--- config.mk ---
export PLATFORM = sky130hd
export DESIGN_NAME = mem_access_unit
export DESIGN_NICKNAME = d
export VERILOG_FILES = /design/src/rtl/mem_access_unit.sv
export SDC_FILE = /design/constraint.sdc
export NUM_CORES = 1
export LEC_CHECK = 0
export CAP_MARGIN = 5
export CELL_PAD_IN_SITES_DETAIL_PLACEMENT = 0
export CELL_PAD_IN_SITES_GLOBAL_PLACEMENT = 2
export CORE_MARGIN = 4
export CORE_UTILIZATION = 30
export CTS_BUF_LIST = sky130_fd_sc_hd__clkbuf_16
export CTS_CLUSTER_SIZE = 25
export DETAILED_ROUTE_END_ITERATION = 7
export GPL_ROUTABILITY_DRIVEN = 0
export PLACE_DENSITY_LB_ADDON = 0.3
export SKIP_LAST_GASP = 1
export SLEW_MARGIN = 20
export SYNTH_ARGS = -nofsm -noshare
export SYNTH_HDL_FRONTEND = slang
export SYNTH_SLANG_ARGS = --single-unit
--- constraint.sdc ---
create_clock -name clk -period 4.1 [get_ports clk]
set_clock_uncertainty 0.15 [all_clocks]
set_input_delay 0.41 -clock clk [delete_from_list [all_inputs] [get_ports clk]]
set_output_delay 0.41 -clock clk [all_outputs]
set_load 0.02 [all_outputs]
--- src/rtl/mem_access_unit.sv ---
// mem_access_unit: MEM-stage load/store sequencer driving word-wide mem_data with sub-word RMW.
// Optional MAU_LDFWD_EN adds a last-write record that serves matching loads and sub-word stores.
module mem_access_unit #(
  parameter int AW = 32,
  parameter int DW = 32
) (
  input  logic          clk,
  input  logic          rst_n,
  input  logic          req_valid,
  output logic          req_ready,
  input  logic          req_we,
  input  logic [1:0]    req_size,
  input  logic          req_signed,
  input  logic [AW-1:0] req_addr,
  input  logic [DW-1:0] req_wdata,
  output logic          resp_valid,
  output logic [DW-1:0] resp_rdata,
  output logic          resp_err,
  output logic [31:0]   mem_addr,
  output logic          mem_read_control,
  output logic          write_data_control,
  output logic [31:0]   mem_wdata,
  input  logic [31:0]   mem_rdata
);
  typedef enum logic [2:0] {IDLE, LD_RD, LD_CAP, ST_WR, RMW_RD, RMW_CAP, RMW_WR, RESP} state_t;
  state_t state_q;
  logic [1:0] off_q, size_q;
  logic sgn_q, fwd_q, ready_q, valid_q, err_q, rd_q, wr_q;
  logic [31:0] wdata_q, rdata_q, addr_q, wd_q;
  logic err_d, hit_d;
  logic [31:0] rec_d;
  function automatic logic [31:0] fmt(input logic [31:0] w, input logic [1:0] off, input logic [1:0] sz,
                                      input logic sg);
    logic [31:0] s;
    s = w >> {off, 3'b000};
    return sz == 2'b00 ? {{24{sg & s[7]}}, s[7:0]} : sz == 2'b01 ? {{16{sg & s[15]}}, s[15:0]} : s;
  endfunction
  function automatic logic [31:0] merge(input logic [31:0] w, input logic [31:0] d, input logic [1:0] off,
                                        input logic [1:0] sz);
    logic [31:0] m;
    m = (sz == 2'b00 ? 32'h0000_00FF : 32'h0000_FFFF) << {off, 3'b000};
    return (w & ~m) | ((d << {off, 3'b000}) & m);
  endfunction
  assign err_d = req_size == 2'b11 || (req_size == 2'b01 && req_addr[0]) || (req_size == 2'b10 && req_addr[1:0] != 2'b00);
`ifdef MAU_LDFWD_EN
  logic rec_v_q;
  logic [31:0] rec_a_q, rec_d_q;
  // The record mirrors every committed write strobe, so it always matches mem_data.
  always_ff @(posedge clk or negedge rst_n)
    if (!rst_n) begin
      rec_v_q <= 1'b0;
      rec_a_q <= '0;
      rec_d_q <= '0;
    end else if (wr_q) begin
      rec_v_q <= 1'b1;
      rec_a_q <= addr_q;
      rec_d_q <= wd_q;
    end
  assign hit_d = rec_v_q && rec_a_q == 32'(req_addr[AW-1:2]);
  assign rec_d = rec_d_q;
`else
  assign hit_d = 1'b0;
  assign rec_d = '0;
`endif
  always_ff @(posedge clk or negedge rst_n)
    if (!rst_n) begin
      state_q <= IDLE;
      ready_q <= 1'b1;
      valid_q <= 1'b0;
      err_q   <= 1'b0;
      rd_q    <= 1'b0;
      wr_q    <= 1'b0;
      fwd_q   <= 1'b0;
      sgn_q   <= 1'b0;
      off_q   <= '0;
      size_q  <= '0;
      wdata_q <= '0;
      rdata_q <= '0;
      addr_q  <= '0;
      wd_q    <= '0;
    end else begin
      case (state_q)
        IDLE: if (req_valid) begin
          ready_q <= 1'b0;
          off_q   <= req_addr[1:0];
          size_q  <= req_size;
          sgn_q   <= req_signed;
          wdata_q <= req_wdata;
          addr_q  <= 32'(req_addr[AW-1:2]);
          rdata_q <= '0;
          fwd_q   <= hit_d;
          if (err_d) begin
            state_q <= RESP;
            valid_q <= 1'b1;
            err_q   <= 1'b1;
          end else if (!req_we) begin
            state_q <= hit_d ? LD_CAP : LD_RD;
            rd_q    <= !hit_d;
          end else if (req_size == 2'b10) begin
            state_q <= ST_WR;
            wr_q    <= 1'b1;
            wd_q    <= req_wdata;
          end else if (hit_d) begin
            state_q <= RMW_WR;
            wr_q    <= 1'b1;
            wd_q    <= merge(rec_d, req_wdata, req_addr[1:0], req_size);
          end else begin
            state_q <= RMW_RD;
            rd_q    <= 1'b1;
          end
        end
        LD_RD: begin
          rd_q    <= 1'b0;
          state_q <= LD_CAP;
        end
        LD_CAP: begin
          rdata_q <= fmt(fwd_q ? rec_d : mem_rdata, off_q, size_q, sgn_q);
          valid_q <= 1'b1;
          state_q <= RESP;
        end
        ST_WR, RMW_WR: begin
          wr_q    <= 1'b0;
          valid_q <= 1'b1;
          state_q <= RESP;
        end
        RMW_RD: begin
          rd_q    <= 1'b0;
          state_q <= RMW_CAP;
        end
        RMW_CAP: begin
          wd_q    <= merge(mem_rdata, wdata_q, off_q, size_q);
          wr_q    <= 1'b1;
          state_q <= RMW_WR;
        end
        RESP: begin
          valid_q <= 1'b0;
          err_q   <= 1'b0;
          ready_q <= 1'b1;
          state_q <= IDLE;
        end
        default: state_q <= IDLE;
      endcase
    end
  assign req_ready          = ready_q;
  assign resp_valid         = valid_q;
  assign resp_rdata         = rdata_q;
  assign resp_err           = err_q;
  assign mem_addr           = addr_q;
  assign mem_read_control   = rd_q;
  assign write_data_control = wr_q;
  assign mem_wdata          = wd_q;
endmodule

==> impl_metrics.csv <==
group,metric,value,unit
final_layout,stdcell_count,999,
drt,drt_pass_1_iters,5,
cts,cts_buffer_depth,2,
timing,finalSetupTns,0,ps
pwr,leakage,3.627,nW
cts,insertion_delay,410,ps
timing,hold-worst-slack,344.6,ps
die,core_area,0.01946,mm2
timing,rsz0062_at_grt,"no",
timing,slew_violations,0,
job,max_cap_viol_count,0,
synth,synth_top_cells_by_count,"dfrtp_1, mux2_2, nor2_1, a21oi_1, nand2_1",
drt,drt_first_iter_violations,251,
timing,finalHoldViolCount,0,
worst_setup_path,cp-end-kind,"flip-flop",
synth,async_flop_share,100.0,%
cts,clock_tree_from_tritoncts,"built",
min_path,worst_hold_path_cells,1,
drt,final_antenna_net_count,0,
synth,post_synth_inst_count,531,
drt,wire_per_inst,20.05,um
cts,cts.clk_slew.worst_paths,60,ps
global_routing,grt_antenna_before_repair,2,
pwr,vdd_drop_max,0.4161,mV
timing,maxSlewHeadroom,30.31,%
min_path,hp-class,"reg2reg",
final_layout,area_growth_syn_to_layout,49.53,%
drt,route.final.wire_length,20.03,mm
synth,synth_cell_type_count,45,
timing,worst_slew_pin_slew,1045,ps
final_layout,post_route_cells_drive_above_1_share,16.21,%
global_routing,grt_remaining_overflow,0,
die,row_count,51,
timing,layout_min_cycle_time,2916,ps
die,die_ar,0.02209,mm2
synth,synthMostInstantiatedCell,"dfrtp_1",
worst_setup_path,timing.critical_path.required,4300,ps
worst_setup_path,cp.arrival,3110,ps
placed_design,place_ws,1082,ps
synth,synthDominantCellAreaShare,51.47,%
drt,via_count,5036,
pwr,cellPowerDensity,832.0,mW/mm2
timing,final.setup.worst_slack,1184,ps
synth,ys_seq_area_share,51.91,%
die,die_y,148.6,um
worst_setup_path,path_max_fanout,40,
die,die_width,148.6,um
cts,root_buffer,"clkbuf_16",
synth,summed_instance_area_of_the_synthesized_netlist,0.005932,mm2
timing,max_clock_freq,0.3429,GHz
global_routing,grt_pass1_wl,31.24,mm
synth,synth.ff_latch_count,123,
synth,synth_area_leader_cell,"dfrtp_1",
final_layout,final_net_count,824,
die,design.portCount,204,
synth,post_synth_edffs,0,
placed_design,detailed_place_hpwl,15.28,mm
cts,post-cts-setup-buffers,0,
global_routing,grt_start_max_net_pins,67,
cts,cts_inserted_buffers,17,
drt,drt-vias-per-instance,5.041,
final_layout,antennaDiodeCount,0,
timing,finalSetupViolCount,0,
worst_setup_path,worstSetupStartpointType,"flip-flop",
synth,ys_warn_count,0,
placed_design,place.port_buffers,201,
global_routing,via_count_of_the_first_global_routing_pass,5462,
synth,ys.flop_type,"dfrtp_1",
worst_setup_path,setup.worst_path.class,"reg2reg",
synth,synth.area.top_cells,"dfrtp_1, mux2_2, mux2i_1, a21oi_1, nor2_1",
die,initial_utilization,30.48,%
drt,remaining_routing_drc_violations,0,
placed_design,place_inst,966,
worst_setup_path,r2r_cells,5,
global_routing,gr-usage-all-layers,18.25,%
timing,finalCritPeriodShare,71.12,%
cts,cts_num_sinks,123,
cts,clock_tree.htree_level_count,4,
synth,syn-mean-instance-area,11.17,um2
run_status,run_status,"completed",
==> final cells by class <==
| class | instances | area [um2] |
|---|---|---|
| Clock inverter | 15 | 254.0 |
| Fill cell | 1836 | 10590 |
| Timing Repair Buffer | 211 | 2112 |
| Inverter | 3 | 11.26 |
| Multi-Input combinational cell | 365 | 2655 |
| Sequential cell | 123 | 3080 |
| Clock buffer | 17 | 425.4 |
| Tap cell | 265 | 331.6 |
==> power by group <==
part / internal (mW) / switching (mW)
clock: 1.19 / 0.550
combinational: 1.64 / 1.72
sequential: 1.77 / 0.505
total: 4.61 / 2.77
==> metrics by stage <==
stage / total power, mW / util (%) / instance area (um2)
floorplan: 4.183 / - / 5936
global placement: 5.631 / 42.03 / 8180
detailed placement: 5.691 / 42.03 / 8180
CTS: 7.472 / 45.57 / 8870
global route: 7.825 / 45.57 / 8870
finish: 7.380 / 45.57 / 8870
==> per-layer routing <==
metal	vias to the layer above	part of all wire, %	global-route usage [%]
li1	2360	-	-
met1	2477	43	23.96
met2	171	47	29.17
met3	24	8.0	5.972
met4	4	1.4	4.804
met5	-	0.11	0
==> flip-flops by register name, indices dropped and copies added, names as in the netlist, 2 cells and up <==
register    cells
resp_rdata     32
mem_wdata      32
state_q         3
mem_addr       30
off_q           2
wdata_q        16
size_q          2
==> worst max-delay path, stage by stage (launching register included) <==
cell	delay (ps)
dfrtp_2	760
nor2b_1	640
o2bb2ai_1	220
mux2i_2	120
nor4b_4	720
a221o_1	220
==> cells by family after synthesis <==
family / count (synthesis) / share of synthesized area, %
compound gates: 150 / 17.19
flops: 123 / 51.91
simple gates: 112 / 8.332
mux: 100 / 18.56
buf+inv: 44 / 3.797
xor+xnor: 1 / 0.1477
other cells: 1 / 0.06322
==> timing repair <==
action	CTS	global route
gates resized for setup	0	0
hold buffers	1	0
hold endpoints to repair	56	0
==> placed cells by master (no fill, tap or decap), types with 4 or more instances in the layout <==
cell type / n
mux2_2: 67
buf_4: 8
a221o_1: 16
nor2_1: 48
dfrtp_1: 121
o311ai_0: 7
inv_1: 5
clkbuf_16: 17
o22ai_1: 15
nand2_1: 37
nor3_1: 11
o21a_1: 8
clkdlybuf4s50_1: 200
bufinv_16: 7
o21ai_0: 19
a211oi_1: 8
a31oi_1: 17
a21oi_1: 38
a22o_1: 7
nand2b_1: 4
mux2i_1: 31
==> path summary, 6_finish.rpt <==
kind	from	to	slack (ps)
worst max-delay path	off_q[0]	resp_rdata[29]	1180
min in group asynchronous	rst_n	resp_rdata[28]	460
worst max register to register	off_q[0]	resp_rdata[29]	1180
max in group asynchronous	rst_n	mem_wdata[7]	2510
worst min register to register	mem_wdata[16]	mem_wdata[16]	340
worst min-delay path	mem_wdata[16]	mem_wdata[16]	340
(Power assumes the default switching activity.)
